<file path="src/rtl/display_counter_pkg.sv">
// Shared constants for the display counter: segment table, blank
// pattern, per-digit terminal values and small digit helpers.
package display_counter_pkg;

    // Largest value a single digit may hold in each counting mode.
    localparam logic [3:0] MAX_HEX = 4'hF;
    localparam logic [3:0] MAX_BCD = 4'h9;

    // Active-low segments, bit order gfedcba.
    localparam logic [6:0] SEG_BLANK = 7'b1111111;

    // Entry i is the glyph for nibble value i.
    localparam logic [0:15][6:0] SEG_TABLE = {
        7'b1000000,  // 0
        7'b1111001,  // 1
        7'b0100100,  // 2
        7'b0110000,  // 3
        7'b0011001,  // 4
        7'b0010010,  // 5
        7'b0000010,  // 6
        7'b1111000,  // 7
        7'b0000000,  // 8
        7'b0010000,  // 9
        7'b0001000,  // A
        7'b0000011,  // b
        7'b1000110,  // C
        7'b0100001,  // d
        7'b0000110,  // E
        7'b0001110   // F
    };

    function automatic logic [6:0] seg_of(input logic [3:0] v);
        return SEG_TABLE[v];
    endfunction

    function automatic logic [3:0] digit_max(input logic bcd);
        return bcd ? MAX_BCD : MAX_HEX;
    endfunction

    // A decimal digit can never hold A..F, so loads clamp to 9.
    function automatic logic [3:0] sat_digit(
        input logic [3:0] d,
        input logic       bcd
    );
        return (bcd && (d > MAX_BCD)) ? MAX_BCD : d;
    endfunction

endpackage

</file>
<file path="src/rtl/display_counter_digit.sv">
// digit_cell: next-value logic for one 4-bit counter digit.
// Ports: cur (present digit), up (direction), cin (carry-in when
// counting up, borrow-in when counting down), bcd (decimal mode),
// nxt (digit value after this step), cout (carry/borrow out).
module digit_cell
    import display_counter_pkg::*;
(
    input  logic [3:0] cur,
    input  logic       up,
    input  logic       cin,
    input  logic       bcd,
    output logic [3:0] nxt,
    output logic       cout
);

    logic [3:0] top;

    assign top = digit_max(bcd);

    // The digit only moves when every lower digit wraps, so cin
    // doubles as "step this digit"; cout says this digit wrapped too.
    always_comb begin
        nxt  = cur;
        cout = 1'b0;
        if (cin) begin
            if (up) begin
                if (cur >= top) begin
                    nxt  = 4'h0;
                    cout = 1'b1;
                end else begin
                    nxt = cur + 4'h1;
                end
            end else begin
                if (cur == 4'h0) begin
                    nxt  = top;
                    cout = 1'b1;
                end else if (cur > top) begin
                    // Out-of-range digit: recover to the top value.
                    nxt = top;
                end else begin
                    nxt = cur - 4'h1;
                end
            end
        end
    end

endmodule

</file>
<file path="src/rtl/display_counter.sv">
// display_counter: loadable up/down hex or BCD counter with a
// terminal-count strobe and per-digit seven-segment decode.
// Ports: Clock, Resetn (async, active low), En, Up, Load,
// D[4*DIGITS-1:0] load value, Q registered count, Tc strobe,
// HEX[7*DIGITS-1:0] active-low gfedcba patterns, digit k at 7k.
// Parameters: DIGITS (1..8), BCD (0 hex, 1 decimal digits).
// Define DISPLAY_COUNTER_BLANK_EN to blank leading-zero digits.
module display_counter
    import display_counter_pkg::*;
#(
    parameter int DIGITS = 4,
    parameter int BCD    = 0
) (
    input  logic                  Clock,
    input  logic                  Resetn,
    input  logic                  En,
    input  logic                  Up,
    input  logic                  Load,
    input  logic [4*DIGITS-1:0]   D,
    output logic [4*DIGITS-1:0]   Q,
    output logic                  Tc,
    output logic [7*DIGITS-1:0]   HEX
);

    localparam int W = 4 * DIGITS;

    logic [W-1:0]    q_r;
    logic [W-1:0]    q_nxt;
    logic [W-1:0]    d_sat;
    logic [DIGITS:0] carry;

    // The chain is always stepped; En gates the register instead.
    assign carry[0] = 1'b1;

    for (genvar g = 0; g < DIGITS; g++) begin : g_dig
        logic [3:0] nib;

        assign nib = q_r[4*g +: 4];

        digit_cell u_cell (
            .cur  (nib),
            .up   (Up),
            .cin  (carry[g]),
            .bcd  (BCD != 0),
            .nxt  (q_nxt[4*g +: 4]),
            .cout (carry[g+1])
        );

        assign d_sat[4*g +: 4] = sat_digit(D[4*g +: 4], BCD != 0);

`ifdef DISPLAY_COUNTER_BLANK_EN
        if (g == 0) begin : g_lsd
            assign HEX[7*g +: 7] = seg_of(nib);
        end else begin : g_msd
            // Blank when this digit and everything above it is 0.
            assign HEX[7*g +: 7] = (q_r[W-1:4*g] == '0)
                                 ? SEG_BLANK : seg_of(nib);
        end
`else
        assign HEX[7*g +: 7] = seg_of(nib);
`endif
    end

    always_ff @(posedge Clock or negedge Resetn) begin
        if (!Resetn) begin
            q_r <= '0;
        end else if (Load) begin
            q_r <= d_sat;
        end else if (En) begin
            q_r <= q_nxt;
        end
    end

    assign Q = q_r;

    // The top carry-out is set exactly when every digit wraps, i.e.
    // Q is MAX counting up or MIN counting down.
    assign Tc = Resetn & En & ~Load & carry[DIGITS];

endmodule

</file>
<file path="config.mk">
export PLATFORM = sky130hd
export DESIGN_NAME = display_counter
export DESIGN_NICKNAME = d
export VERILOG_FILES = /design/src/rtl/display_counter_pkg.sv /design/src/rtl/display_counter_digit.sv /design/src/rtl/display_counter.sv
export SDC_FILE = /design/constraint.sdc
export NUM_CORES = 1
export LEC_CHECK = 0
export ABC_AREA = 1
export BUFFER_PORTS_ARGS = -buffer_cell sky130_fd_sc_hd__buf_4
export CAP_MARGIN = 20
export CORE_ASPECT_RATIO = 1.2
export CORE_MARGIN = 4
export CORE_UTILIZATION = 44
export CTS_CLUSTER_DIAMETER = 50
export DETAILED_ROUTE_END_ITERATION = 6
export MAX_ROUTING_LAYER = met4
export PLACE_DENSITY = 0.78
export RECOVER_POWER = 50
export REMOVE_ABC_BUFFERS = 1
export SETUP_SLACK_MARGIN = 0.3
export SLEW_MARGIN = 0
export SYNTH_ARGS = -nofsm -noshare
export SYNTH_HDL_FRONTEND = slang
export SYNTH_SLANG_ARGS = --single-unit
</file>
<file path="constraint.sdc">
create_clock -name Clock -period 4.8 [get_ports Clock]
set_clock_uncertainty 0.1 [all_clocks]
set_input_delay 0.96 -clock Clock [delete_from_list [all_inputs] [get_ports Clock]]
set_output_delay 0.96 -clock Clock [all_outputs]
set_load 0.01 [all_outputs]
</file>
==> results.toml <==
[logic_synthesis]
yosysWarnings = 0
seq_area_frac_synth = 0.1784
synth_area_leader_cell = "nand2_1"
yosysUniqueCellTypes = 32
yosys-top-cells-area = "nand2_1 18%, dfrtp_1 18%, ha_1 13%, nand3_1 8.2%, nor2_1 6.0%"
synth_seq_cells = 16
yosysTopAreaCellShare = 0.1823
syn_inst = 362
syn_avg_cell_area_um2 = 6.201
syn_area_um2 = 2245

[routing]
drt_iter0_drc = 150
drtPass1Iterations = 4
postRouteAntennaNets = 0
totalWireLength_um = 6091
wl_per_cell_um = 12.82
num_vias = 2573
viasPerCell = 5.417
drc = 0

[floorplanning]
start_util = 0.4544
core_area_um2 = 4940
ios = 66
die_w_um = 73.20
dieArea_um2 = 6313
core.rowCount = 28
fp.dieH_um = 86.24

[setup_path]
max_stage_delay_ns = 0.73
worstPathMaxFanout = 17
startpoint = "Resetn"
crit_slowest_cell = "clkbuf_1"
r2r-start = "Q[4]"
start_kind = "input pin"
ff2ff_setup_slack_ns = 2.74
worstPathArrival_ns = 2.23
r2r_cells = 7
crit_path_cell_trace = "clkbuf_1 > o211ai_1 > nor2_1 > buf_4"
crit_path_end_kind = "primary output"
cp.required_ns = 3.74
path_class = "in2out"

[global_routing]
grt_util_all_layers = 0.1996
antenna_found_initial = 0
grt_pass1_wl_um = 10240
grt_pass1_vias = 2301
overflow = 0
grt_max_degree = 26

[place]
io_buffers = 65
globalplace.congestion = 0.8916
pre_cts_ws_ns = 1.529
post_dp_cell_area_um2 = 2701
hpwlAfterDp_um = 4767

[worst_hold_path]
hold_depth = 2
min-delay-start = "Q[7]"
hold_class = "reg2reg"

[power_and_ir_drop]
power.internal_uw = 438.1
power.total_uw = 827.2
sw_frac_of_total = 0.4704
p_clk_frac = 0.153
switching_power_uw = 389.1
power_frac_seq = 0.258
combPwrFrac = 0.590
powerDensity_nw_per_um2 = 306.8
leakage_uw = 0.001396
peakVddDrop_mv = 0.1373

[cts]
clock-sinks = 16
ctsRootBufferMaster = "clkbuf_8"
postCtsSetupBuffers = 0
cts_resized = 0
clkTransAtPathRegs_ns = 0.07
ctsLongestPathBuffers = 2
insertion_delay_ns = 0.26
cts_made_buffers = 3
cts_tree = "done"
hold_buffers = 0
ctsHtreeMaxLevel = 1

[final_layout]
design_area_um2 = 2696
layout_common_cells = "109 x nand2_1, 51 x buf_4, 37 x nand3_1"
fin_nets = 461
largest_register_ffs = 16
syn_to_final_growth_pct = 20.12
drive_above_1_share = 0.1639
insertedDiodeCount = 0
layout_commonest_cell = "nand2_1"
fin_util = 0.5458

[sta]
worst_pin_slew_ns = 1.086
rsz0062_at_grt = "no"
max_freq_ghz = 0.3040
hold_viol = 0
fin_crit_ns = 3.290
fin_crit_sh = 0.6854
final-setup-viol-count = 0
layout_setup_ws_ns = 1.510
max_slew_margin = 0.2761
report.final.slew_viol_count = 0
setup_tns_ns = 0

[job]
drv_cap = 0

[run_status]
outcome = "complete, no violations"
-- critical path, delay by kind of cell --
kind / cells / cell delay, ns
buf+inv: 2 / 0.88
simple gates: 1 / 0.20
compound gates: 1 / 0.19
-- metrics by stage --
step / hold WS (ns) / std cells
2_1_floorplan: 0.5385 / 345
3_3_place_gp: 0.5575 / 471
3_5_place_dp: 0.5539 / 471
4_1_cts: 0.4736 / 475
5_1_grt: 0.6109 / 475
6_report: 0.5650 / 475
-- cell type report --
cell class | count | area (um^2)
inverter | 35 | 131.4
multi-input combinational | 294 | 1595
timing repair buffer | 66 | 439.2
tap | 60 | 75.07
sequential | 16 | 400.4
fill | 524 | 2243
clock buffer | 4 | 55.05
-- worst paths after layout --
| check | end |
|---|---|
| max in group asynchronous | Q[12] |
| hold reg to reg | Q[7] |
| hold / removal | Q[7] |
| setup reg to reg | Q[8] |
| setup / recovery | Tc |
| min in group asynchronous | Q[1] |
-- metal layers --
| metal | track usage | routed length, um | up-vias |
|---|---|---|---|
| met3 | 0.02436 | 344 | 2 |
| met4 | 0.03020 | 15 | 0 |
| li1 | - | - | 1308 |
| met5 | - | 0 | - |
| met1 | 0.2475 | 2620 | 1197 |
| met2 | 0.3499 | 3112 | 66 |
-- synth_stat cells --
cell type and number:
nand2_2 2, o21ai_0 27, nor2_1 36, o211ai_1 11, o21ai_2 1, o221ai_1 1, buf_4 1, o2111ai_1 2
o22ai_1 6, inv_1 32, nand3_4 1, clkbuf_8 1, o31ai_1 3, dfrtp_1 16, inv_2 1, clkinv_1 2
buf_6 3, buf_2 11, clkbuf_1 1, a31oi_1 4, o32ai_1 1, xor2_1 1, nand3_2 2, nor2_4 1
a41oi_1 2, nand2_1 109, or2_2 4, ha_1 24, nand4_1 2, nand3_1 37, a21oi_1 15, nand2_4 2
-- logic make-up after synthesis --
family	after synthesis	share of synthesized area
simple gates	196	0.3790
xor+xnor	1	0.003903
compound gates	73	0.1957
flops	16	0.1784
fa+ha+maj	24	0.1338
buf+inv	52	0.1093
-- power by group through the flow --
stage	combinational (uW)	clock, uW	sequential [uW]
final	488	126	213
after detailed placement	503	0	215
after global placement	495	0	214
after CTS	504	126	213
after floorplan	290	0	211
after global routing	550	133	221
(Power assumes the default switching activity.)
